[src/rtl/timebase_ctrl.sv]
`default_nettype none
// ============================================================================
//  Module   : timebase_ctrl
//  Purpose  : Sequences divide-value changes for an external clock divider.
//             Stops the divider, loads the new N, restarts it and watches the
//             feedback edges to declare lock or flag a fault.
//  Revision : 1.0  initial release
// ============================================================================
module timebase_ctrl #(
   parameter int STOP_CYCLES    = 4,
   parameter int LOCK_EDGES     = 2,
   parameter int TIMEOUT_MARGIN = 16
) (
   input  logic        clock_in,
   input  logic        reset_n,
   input  logic        run_en,
   input  logic        req_valid,
   output logic        req_ready,
   input  logic [3:0]  req_sel,
   input  logic [23:0] req_N,
   output logic [23:0] div_N,
   output logic        div_run,
   input  logic        div_clk_fb,
   output logic        locked,
   output logic        fault,
   output logic        cfg_err,
   output logic        busy,
   output logic [3:0]  cur_sel
);

   localparam int SW = (STOP_CYCLES > 1) ? $clog2(STOP_CYCLES) : 1;
   localparam int EW = (LOCK_EDGES > 1) ? $clog2(LOCK_EDGES) : 1;

   typedef enum logic [2:0] {
      S_IDLE  = 3'd0,
      S_STOP  = 3'd1,
      S_LOAD  = 3'd2,
      S_START = 3'd3,
      S_RUN   = 3'd4,
      S_FAULT = 3'd5
   } state_t;

   state_t        state_q, state_d;
   logic [SW-1:0] stop_cnt_q, stop_cnt_d;
   logic [EW-1:0] edge_cnt_q, edge_cnt_d;
   logic [24:0]   tmo_cnt_q, tmo_cnt_d;
   logic          fb_prev_q;
   logic [23:0]   div_N_q, div_N_d;
   logic [3:0]    cur_sel_q, cur_sel_d;
   logic [23:0]   pend_N_q, pend_N_d;
   logic [3:0]    pend_sel_q, pend_sel_d;
   logic          cfg_err_q, cfg_err_d;

   logic          accept;
   logic          sel_bad;
   logic [23:0]   req_N_eff;
   logic          fb_edge;
   logic [24:0]   tmo_limit;
   logic [24:0]   tmo_inc;

   // Requests are only taken in settled states; table entries are 4 << sel.
   assign req_ready = run_en & ((state_q == S_IDLE) | (state_q == S_RUN) | (state_q == S_FAULT));
   assign accept    = req_valid & req_ready;
   assign sel_bad   = (req_sel == 4'd15) |
                      ((req_sel == 4'd14) & ((req_N < 24'd4) | (req_N[1:0] != 2'b00)));
   assign req_N_eff = (req_sel == 4'd14) ? req_N : (24'd4 << req_sel);

   // Feedback is in our clock domain, so a registered copy suffices for edges.
   assign fb_edge   = div_clk_fb & ~fb_prev_q;
   assign tmo_limit = {1'b0, div_N_q} + 25'(TIMEOUT_MARGIN);
   assign tmo_inc   = tmo_cnt_q + 25'd1;

   // Next-state logic: run_en low dominates, then requests, then sequencing.
   always_comb begin
      state_d    = state_q;
      stop_cnt_d = '0;
      edge_cnt_d = '0;
      tmo_cnt_d  = '0;
      div_N_d    = div_N_q;
      cur_sel_d  = cur_sel_q;
      pend_N_d   = pend_N_q;
      pend_sel_d = pend_sel_q;
      cfg_err_d  = 1'b0;

      if (!run_en) begin
         state_d = S_IDLE;
      end else if (accept) begin
         if (sel_bad) begin
            cfg_err_d = 1'b1;
         end else begin
            pend_N_d   = req_N_eff;
            pend_sel_d = req_sel;
            state_d    = S_STOP;
         end
      end else begin
         case (state_q)
            S_STOP: begin
               if (stop_cnt_q == SW'(STOP_CYCLES - 1)) begin
                  state_d   = S_LOAD;
                  div_N_d   = pend_N_q;
                  cur_sel_d = pend_sel_q;
               end else begin
                  stop_cnt_d = stop_cnt_q + SW'(1);
               end
            end
            S_LOAD: state_d = S_START;
            S_START: begin
               if (fb_edge) begin
                  // Timeout restarts from zero after every observed edge.
                  if (edge_cnt_q == EW'(LOCK_EDGES - 1)) begin
                     state_d = S_RUN;
                  end else begin
                     edge_cnt_d = edge_cnt_q + EW'(1);
                  end
               end else begin
                  edge_cnt_d = edge_cnt_q;
                  if (tmo_inc == tmo_limit) begin
                     state_d = S_FAULT;
                  end else begin
                     tmo_cnt_d = tmo_inc;
                  end
               end
            end
            default: ;
         endcase
      end
   end

   // State and datapath registers with asynchronous reset to the safe defaults.
   always_ff @(posedge clock_in or negedge reset_n) begin
      if (!reset_n) begin
         state_q    <= S_IDLE;
         stop_cnt_q <= '0;
         edge_cnt_q <= '0;
         tmo_cnt_q  <= '0;
         fb_prev_q  <= 1'b0;
         div_N_q    <= 24'd4;
         cur_sel_q  <= 4'd0;
         pend_N_q   <= 24'd0;
         pend_sel_q <= 4'd0;
         cfg_err_q  <= 1'b0;
      end else begin
         state_q    <= state_d;
         stop_cnt_q <= stop_cnt_d;
         edge_cnt_q <= edge_cnt_d;
         tmo_cnt_q  <= tmo_cnt_d;
         fb_prev_q  <= div_clk_fb;
         div_N_q    <= div_N_d;
         cur_sel_q  <= cur_sel_d;
         pend_N_q   <= pend_N_d;
         pend_sel_q <= pend_sel_d;
         cfg_err_q  <= cfg_err_d;
      end
   end

   assign div_run = (state_q == S_START) | (state_q == S_RUN);
   assign locked  = (state_q == S_RUN);
   assign fault   = (state_q == S_FAULT);
   assign busy    = (state_q == S_STOP) | (state_q == S_LOAD) | (state_q == S_START);
   assign cfg_err = cfg_err_q;
   assign div_N   = div_N_q;
   assign cur_sel = cur_sel_q;

endmodule
`default_nettype wire

[config.mk]
export PLATFORM = sky130hd
export DESIGN_NAME = timebase_ctrl
export DESIGN_NICKNAME = d
export VERILOG_FILES = /design/src/rtl/timebase_ctrl.sv
export SDC_FILE = /design/constraint.sdc
export NUM_CORES = 1
export LEC_CHECK = 0
export ABC_AREA = 1
export CAP_MARGIN = 20
export CORE_MARGIN = 10
export CORE_UTILIZATION = 55
export CTS_BUF_LIST = sky130_fd_sc_hd__clkbuf_4 sky130_fd_sc_hd__clkbuf_8
export DETAILED_ROUTE_END_ITERATION = 10
export GPL_TIMING_DRIVEN = 0
export PLACE_DENSITY = 0.86
export SLEW_MARGIN = 20
export SYNTH_ARGS = -nofsm -noshare
export SYNTH_HDL_FRONTEND = slang
export SYNTH_SLANG_ARGS = --single-unit
[constraint.sdc]
create_clock -name clock_in -period 3.05 [get_ports clock_in]
set_input_delay 0.61 -clock clock_in [delete_from_list [all_inputs] [get_ports clock_in]]
set_output_delay 0.61 -clock clock_in [all_outputs]
set_load 0.05 [all_outputs]
==> results of run 1 <==
state kept, by name (all words and copies together) (netlist names):
| name | count |
|---|---|
| stop_cnt_q | 2 |
| edge_cnt_q | 1 |
| pend_sel_q | 4 |
| cfg_err | 1 |
| tmo_cnt_q | 25 |
| div_N | 24 |
| pend_N_q | 24 |
| state_q | 3 |
| fb_prev_q | 1 |
| cur_sel | 4 |
layer usage:
layer / GRT usage (%) / vias to the layer above
met5: 0 / -
met4: 8.779 / 0
met3: 5.616 / 42
li1: - / 2666
met2: 36.38 / 207
met1: 23.41 / 2464
metrics by stage:
stage / instance area (um2) / instances / utilization (%)
after floorplan: 5365 / 795 / -
after global placement: 6187 / 990 / 66.02
after detailed placement: 6212 / 991 / 66.29
after CTS: 6394 / 1007 / 68.22
after global routing: 6394 / 1007 / 68.22
final: 6394 / 1007 / 68.22
power groups by stage:
stage / clock [mW] / combinational, mW / sequential (mW)
after floorplan: 0 / 0.327 / 1.36
after global placement: 0 / 0.506 / 1.37
final: 0.771 / 0.533 / 1.35
after global routing: 0.839 / 0.589 / 1.37
after detailed placement: 0 / 0.530 / 1.38
after CTS: 0.782 / 0.534 / 1.35
cells by family after synthesis:
| logic type | share of synthesized area (%) |
|---|---|
| and+or+nand+nor | 39.25 |
| adders and majority gates | 0.6997 |
| buffers and inverters | 8.629 |
| muxes | 1.259 |
| AOI/OAI and AO/OA | 7.486 |
| xor gates and xnor gates | 1.143 |
| DFF | 41.53 |
how the worst max path moves through the flow:
stage,from,slack (ns),cells after the start,end
5_1_grt,tmo_cnt_q[0],0.04,18,state_q[1]
4_1_cts,state_q[2],0.29,5,req_ready
2_1_floorplan,state_q[1],0.01,3,req_ready
6_report,run_en,0.30,4,req_ready
3_3_place_gp,reset_n,-1.77,1,fb_prev_q
3_5_place_dp,run_en,0.31,4,req_ready
worst max-delay path: stages:
cell and delay (ns):
clkdlybuf4s50_1 0.46, inv_1 0.12, nor2_1 0.14, clkdlybuf4s50_1 0.81
final cells by class:
cell class                      instances  share of cell area [%]
Buffer                                 17                   1.370
Clock buffer                           10                   2.055
Clock inverter                          6                  0.7828
Inverter                              100                   5.871
Multi-Input combinational cell        589                   41.82
Sequential cell                        89                   34.85
Tap cell                              129                   2.524
Timing Repair Buffer                   67                   10.72
Yosys cell counts (2+ instances only):
cell type / count / area (um2)
xor2_1: 3 / 26.28
o21ai_1: 4 / 20.02
o211ai_1: 2 / 15.01
o21bai_1: 2 / 15.01
nand2_1: 270 / 1013
nor4_1: 3 / 18.77
a21oi_1: 20 / 100.1
nand3b_1: 6 / 45.04
inv_1: 99 / 371.6
nor2_1: 115 / 431.7
nand2_2: 3 / 18.77
o31ai_1: 2 / 15.01
nor3_1: 4 / 20.02
clkbuf_1: 10 / 37.54
ha_1: 3 / 37.54
mux2_2: 6 / 67.56
nor2_4: 5 / 56.30
nor2_2: 7 / 43.79
nand3_1: 66 / 330.3
xnor2_1: 4 / 35.03
o21ai_0: 44 / 220.2
buf_2: 4 / 20.02
nand4_1: 13 / 81.33
buf_6: 2 / 22.52
dfrtp_1: 88 / 2202
==> flow_metrics.env, run 1 <==
export IMPL_drt_iter0_drc=352
export IMPL_pwr_density_cell_nw_per_um2=415.7
export IMPL_cp_required_ns=2.44
export IMPL_power_switching_uw=870.3
export IMPL_vias_per_cell=5.342
export IMPL_synth_warnings=0
export IMPL_p_leak_nw=2.948
export IMPL_die_w_um=118.8
export IMPL_firstDrtPassIters=4
export IMPL_max_cap_violations=0
export IMPL_drv_slew=0
export IMPL_final_cell_mix="nand2_1, nor2_1, inv_1"
export IMPL_synth_cell_types=35
export IMPL_fmax_mhz=363.8
export IMPL_grt_pass1_vias=5460
export IMPL_tritoncts="built"
export IMPL_fp_dieH_um=118.8
export IMPL_initial_core_util_pct=57.25
export IMPL_swShare_pct=32.75
export IMPL_core_area_um2=9371
export IMPL_place_gp_congestion=1.013
export IMPL_final_common_cell="nand2_1"
export IMPL_numPortBuffers=66
export IMPL_cp_start_kind="input port"
export IMPL_met2_wirelength_um=7164
export IMPL_pwr_share_comb_pct=20.0
export IMPL_synthesis_area_um2=5365
export IMPL_ys_ff_latch=89
export IMPL_ctsResizeCount=0
export IMPL_path_clk_slew_ns=0.10
export IMPL_rr_endpoint="state_q[1]"
export IMPL_postCtsHoldBufs=0
export IMPL_multiInputGateArea_um2=2674
export IMPL_grt_overflow=0
export IMPL_dpl_hpwl_um=11510
export IMPL_ys_seq_area_share_pct=41.53
export IMPL_drt_wirelength_per_cell_um=14.43
export IMPL_grt_pass1_wl_um=24910
export IMPL_period_share_pct=90.11
export IMPL_antenna_found_initial=0
export IMPL_criticalPathCategory="input port to output port"
export IMPL_rows=35
export IMPL_fin_worst_skew_ns=0.01162
export IMPL_vias=5379
export IMPL_tns_ns=0
export IMPL_ys_flop_type="dfrtp_1"
export IMPL_clkPwrFrac_pct=29.0
export IMPL_period_needed_ns=2.748
export IMPL_crit_path_end_kind="output port"
export IMPL_worst_slack_ns=0.3015
export IMPL_postCtsSetupBuffers=0
export IMPL_cts_sinks=89
export IMPL_min_path_type="input port to asynchronous set/reset pin"
export IMPL_grt_setup_unrepaired="no"
export IMPL_nets=909
export IMPL_critPathMaxFanout=7
export IMPL_cts_root_buf="clkbuf_8"
export IMPL_ios=67
export IMPL_drive_above_1_share_pct=5.809
export IMPL_holdWs_ns=0.1631
export IMPL_final_hold_viol_count=0
export IMPL_remaining_drc_errors=0
export IMPL_top_layer="met4"
export IMPL_h_tree_depth=3
export IMPL_status="completed"
export IMPL_p_total_mw=2.658
export IMPL_setup_violations=0
export IMPL_wl_um=14530
export IMPL_fillers=829
export IMPL_syn_nets=831
export IMPL_tightest_slew_ns=0.5552
export IMPL_reg2regPathDepth=18
export IMPL_seqPwrFrac_pct=50.9
export IMPL_p_int_mw=1.787
export IMPL_postRouteAntennaNets=0
export IMPL_ir_worst_vdd_mv=0.4613
export IMPL_r2r_start="tmo_cnt_q[0]"
export IMPL_pre_cts_slack_ns=0.3102
export IMPL_grt_start_max_net_pins=63
export IMPL_clockBufferDepth=2
export IMPL_die_area_um2=14110
export IMPL_syn_inst=795
export IMPL_regArea_um2=2228
export IMPL_arrival_ns=2.14
export IMPL_diodes=0
export IMPL_synth_edf_count=0
export IMPL_rrSetupSlack_ns=0.36
export IMPL_wl_met3_um=1067
export IMPL_wl_met1_um=5815
export IMPL_worstSkewPairLatency_ns=0.37
export IMPL_relSlewSlack_pct=62.87
export IMPL_synthArstFlopShare_pct=100.0
export IMPL_grt_use_total_pct=20.84
export IMPL_synth_area_per_cell_um2=6.749
export IMPL_layout_area_overhead_vs_synth_pct=19.17
export IMPL_numCtsBuffers=9
Power figures use the tool's default switching activity.
==> run 2, diff against run 1 <==
Settings changed: CORE_UTILIZATION 55 to 52, PLACE_DENSITY 0.86 to 0.85.
Clock period 3.05 ns to 2.5 ns, I/O delays scaled along.
==> flow_metrics.env, run 2 (synthesized netlist as in run 1, its figures left out) <==
export IMPL_status="completed"
export IMPL_ir_worst_vdd_mv=0.6683
export IMPL_reg2regPathDepth=17
export IMPL_pwr_density_cell_nw_per_um2=497.3
export IMPL_instances_no_fill=1031
export IMPL_postCtsHoldBufs=0
export IMPL_holdWs_ns=0.1157
export IMPL_worstSkewPairLatency_ns=0.38
export IMPL_firstDrtPassIters=5
export IMPL_place_gp_congestion=0.9130
export IMPL_numPortBuffers=66
export IMPL_drive_above_1_share_pct=11.73
export IMPL_min_path_type="input port to asynchronous set/reset pin"
export IMPL_grt_pass1_wl_um=23670
export IMPL_final_hold_viol_count=0
export IMPL_wl_um=14880
export IMPL_vias_per_cell=5.197
export IMPL_fmax_mhz=411.0
export IMPL_regMostFlops="tmo_cnt_q"
export IMPL_initial_core_util_pct=52.68
export IMPL_rows=37
export IMPL_p_leak_nw=3.135
export IMPL_grt_start_max_net_pins=50
export IMPL_die_w_um=121.6
export IMPL_criticalPathCategory="register to register"
export IMPL_grt_use_total_pct=19.73
export IMPL_final_cell_mix="nand2_1, nor2_1, inv_1"
export IMPL_core_area_um2=10180
export IMPL_drt_wirelength_per_cell_um=14.43
export IMPL_dp_cells=998
export IMPL_cts_root_buf="clkbuf_8"
export IMPL_p_total_mw=3.365
export IMPL_remaining_drc_errors=0
export IMPL_drt_iter0_drc=313
export IMPL_nets=926
export IMPL_largest_reg_flops=25
export IMPL_diodes=0
export IMPL_fp_dieH_um=121.6
export IMPL_h_tree_depth=3
export IMPL_ios=67
export IMPL_r2r_start="tmo_cnt_q[1]"
export IMPL_tns_ns=0
export IMPL_rrSetupSlack_ns=0.07
export IMPL_relSlewSlack_pct=23.37
export IMPL_crit_path_end_kind="register"
export IMPL_fin_worst_skew_ns=0.01061
export IMPL_critPathMaxFanout=7
export IMPL_tritoncts="built"
export IMPL_cp_start_kind="register"
export IMPL_period_needed_ns=2.433
export IMPL_drv_slew=0
export IMPL_layout_area_overhead_vs_synth_pct=26.12
export IMPL_rr_endpoint="state_q[2]"
export IMPL_vias=5358
export IMPL_die_area_um2=14780
export IMPL_fillers=846
export IMPL_arrival_ns=2.76
export IMPL_max_cap_violations=0
export IMPL_postRouteAntennaNets=0
export IMPL_path_clk_slew_ns=0.10
export IMPL_clockBufferDepth=2
export IMPL_grt_pass1_vias=5018
export IMPL_tightest_slew_ns=1.141
export IMPL_cts_sinks=89
export IMPL_period_share_pct=97.33
export IMPL_setup_violations=0
export IMPL_numCtsBuffers=9
export IMPL_grt_overflow=0
export IMPL_antenna_found_initial=0
export IMPL_final_common_cell="nand2_1"
export IMPL_grt_setup_unrepaired="yes"
export IMPL_cp_required_ns=2.83
export IMPL_dpl_hpwl_um=11030
==> run 2: cell count changes in the layout (fill, tap and decap cells not counted), moves of 4 or more <==
cell	delta
nor2_4	+8
nor2_2	+7
nand2_2	+7
nor2_1	-15
clkinvlp_4	-4
buf_4	+14
nand2_4	+4
nand2_1	-11
==> run 2: final cells by class <==
type / count / area, um2 / share of cell area (%)
Multi-Input combinational cell: 590 / 2851 / 42.14
Sequential cell: 89 / 2231 / 32.97
Timing Repair Buffer: 84 / 852.1 / 12.59
Inverter: 100 / 375.4 / 5.547
Tap cell: 136 / 170.2 / 2.515
Clock buffer: 10 / 137.6 / 2.034
Buffer: 16 / 93.84 / 1.387
Clock inverter: 6 / 55.05 / 0.8136
==> run 2: how the worst max path moves through the flow <==
stage | end | slack, ns | start | cells after the start
floorplan | req_ready | 0.05 | state_q[1] | 3
global placement | pend_N_q[16] | -2.33 | reset_n | 1
detailed placement | tmo_cnt_q[16] | -0.10 | tmo_cnt_q[0] | 17
CTS | tmo_cnt_q[16] | 0.03 | tmo_cnt_q[1] | 17
global route | state_q[2] | -0.06 | tmo_cnt_q[1] | 18
finish | state_q[2] | 0.07 | tmo_cnt_q[1] | 17
==> run 2: stage by stage <==
stage	setup slack (ns)	area [um2]	util, %
5_1_grt	-0.05786	6766	66.44
4_1_cts	0.02587	6452	63.35
2_1_floorplan	0.04929	5370	-
3_3_place_gp	-2.330	6201	60.88
3_5_place_dp	-0.1029	6226	61.13
6_report	0.06685	6766	66.44
==> run 2: metal layers <==
layer / routed length [um] / GRT usage, %
met2: 7385 / 34.03
met1: 5948 / 22.35
met4: 437 / 7.452
met5: 0 / 0
met3: 1110 / 6.337
==> run 2: where the power goes <==
| group | total (mW) | leakage (nW) | internal, mW | switching [mW] |
|---|---|---|---|---|
| sequential | 1.65 | 1.18 | 1.57 | 0.0761 |
| clock | 1.01 | 0.100 | 0.412 | 0.597 |
| combinational | 0.705 | 1.86 | 0.251 | 0.453 |
| total | 3.36 | 3.14 | 2.24 | 1.13 |
==> run 2: critical path: stages (launching register included) <==
cell and delay (ns):
dfrtp_1 0.40, ha_2 0.24, nand2_4 0.06, nor2_4 0.22, nand2_2 0.14, nand2_2 0.10, and2_4 0.14, nor2_1 0.04
nor2_1 0.09, nand2_1 0.07, nor2_2 0.15, nand2_1 0.08, nor2_2 0.14, nand2_4 0.10, nand2_8 0.13, buf_6 0.12
nand3_1 0.07, nand2_1 0.08
==> run 2: repair_timing <==
action	in CTS	in global routing
endpoints found under the setup margin	26	28
gates cloned	0	3
pin swaps	1	22
buffers inserted	4	11
gates resized for setup	5	52
==> variant (config.mk and constraints of run 2) <==
`LOCK_EDGES`: 2 -> 4.
--- a/src/rtl/timebase_ctrl.sv
+++ b/src/rtl/timebase_ctrl.sv
@@ -10,3 +10,3 @@
    parameter int STOP_CYCLES    = 4,
-   parameter int LOCK_EDGES     = 2,
+   parameter int LOCK_EDGES     = 4,
    parameter int TIMEOUT_MARGIN = 16
Behaviour: no difference found for any inputs over 4 cycles, from zero or initial values and one cycle with reset_n low; that may be too few to reach the edited logic, so the function may still have changed.
==> variant against run 2 <==
  * Total power up 1.2%
  * Final area up 1.4%
  * Via count down 0.50%
  * Critical path depth down 1
  * Clock power up 4%
  * Wire length down 1.8%
  * Setup slack worse by 0.0013 ns
  * Clock skew down 0.0038 ns
  * Sequential cell count up 1
  * Area after synthesis up 3.3%
  * Critical path type unchanged
  * Critical endpoint is now tmo_cnt_q[15]
  * Highest routed layer unchanged
==> variant: results (changes against run 2) <==
metric,value,unit,change
status,"complete, no violations",,
Max clock buf depth,2,,unchanged
Final Util,66.2,%,-0.25 points
M2 GR Usage,33.5,%,-0.51 points
xor and xnor fraction of the mapped netlist area,1.74,%,+0.60 points
pre-CTS setup slack,-0.102,ns,+0.000535 ns
grt met3 use,3.33,%,-3.0 points
Top Layer Used,met4,,
# port buffers,66,,unchanged
met2 WL,7150,microns,-3.1%
share of cells above drive strength 1,12.5,%,+0.75 points
Worst Skew,0.00678,ns,-0.00383 ns
Via density,5.20,,about the same
largest net degree at the start of global routing,54,,+8.0%
max reg flops,25,,unchanged
First-pass DRT Iterations,6,,+1
Worst-Margin Slew,0.556,ns,-0.584 ns
WL met3,607,microns,-45%
Root Buffer Master,clkbuf_8,,
Main synth FF type,dfrtp_1,,
grt met1 use,22.7,%,+0.35 points
number of CTS-inserted buffers,9,,unchanged
async set-reset flop share out of synthesis,100,%,unchanged
gr usage total,19.2,%,-0.55 points
Avg WL per Cell,14.3,microns,-1.2%
Post-DP Area,0.00641,sq mm,+3.0%
WP data arrival,2.71,ns,-0.05 ns
worst-path maximum fanout,7,,unchanged
Lkg Pwr,3.22,nW,+2.6%
HP Class,primary input to asynchronous set/reset pin,,
total number of H-tree levels,3,,unchanged
VDD IR max,0.489,mV,-27%
Top delay family on crit path,simple AND/OR/NAND/NOR gates,,
Nets,921,,-0.54%
cells taking the most area after synthesis,"dfrtp_1, nand2_1, inv_1",,
Yosys warnings,0,,unchanged
Placed Cells,994,,-0.40%
Fillers,899,,+6.3%
post-synthesis sequential area ratio,40.7,%,-0.86 points
initial antenna violation count,0,,unchanged
via count,5331,,-0.50%
"top cells by count, synth","nand2_1, inv_1, dfrtp_1, nor2_1, nand3_1",,
mux share of post-synthesis cell area,0.813,%,-0.45 points
CP max stage cell,dfrtp_1,,
Worst-path clk slew,0.10,ns,about the same
vias in the first global route,5052,,+0.68%
Crit path largest cell delay,0.42,ns,+0.02 ns
adder-cell share of the synthesized area,0.903,%,+0.20 points
compound-gate portion of the synthesized area,7.99,%,+0.51 points
first-pass GRT wire length,23200,microns,-2.2%
metal1 wirelength,6370,microns,+7.2%
DR iter-0 viols,349,,+12%
Synthesized Nets,828,,-0.36%
Gate Count Post-Synth,791,,-0.50%
Reg with most FFs,tmo_cnt_q,,
DPL Wire Length,11200,microns,+1.7%
GPL Wtd Cong,0.938,,+2.7%
Synth cell types,35,,unchanged
worst skew pair latency,0.37,ns,
-- variant: final cells by class --
class                   instances  area [sq um]  area share (%)
flip-flops and latches         90          2260            32.9
multi-input cells             590          2960            43.1
well taps                     136           170            2.48
inverters                      97           367            5.34
clock inverters                 6          70.1            1.02
repair buffers                 81           822            12.0
clock buffers                  10           131            1.91
plain buffers                  15          92.6            1.35
-- variant: worst paths after layout --
| path | slack [ns] | cells past startpoint | to | from |
|---|---|---|---|---|
| setup / recovery | 0.07 | 16 | tmo_cnt_q[15] | tmo_cnt_q[0] |
| hold / removal | 0.09 | 1 | tmo_cnt_q[3] | reset_n |
| setup reg to reg | 0.07 | 16 | tmo_cnt_q[15] | tmo_cnt_q[0] |
| hold reg to reg | 0.44 | 1 | stop_cnt_q[0] | stop_cnt_q[0] |
| max in group asynchronous | 1.77 | 2 | div_N[4] | reset_n |
| min in group clock_in | 0.44 | 1 | stop_cnt_q[0] | stop_cnt_q[0] |
-- variant: report_power, final --
part | leakage (nW) | switching (mW) | internal, mW
combinational | 1.92 | 0.449 | 0.237
sequential | 1.19 | 0.0747 | 1.59
clock | 0.105 | 0.565 | 0.487
-- variant: cells by family (layout without fill, tap and decap cells) --
family / count (synthesis) / count (layout)
and+or+nand+nor: 489 / 490
adders and majority gates: 4 / 4
muxes: 4 / 4
AOI/OAI and AO/OA: 81 / 81
buffers and inverters: 112 / 209
xor gates and xnor gates: 11 / 11
DFF: 90 / 90
-- variant: what timing repair did --
action,CTS,global route
resized for setup,4,31
hold endpoints to repair,0,0
pin swaps,1,12
gates cloned,0,2
setup endpoints to repair,26,29
hold buffers,0,0
setup buffers,4,9
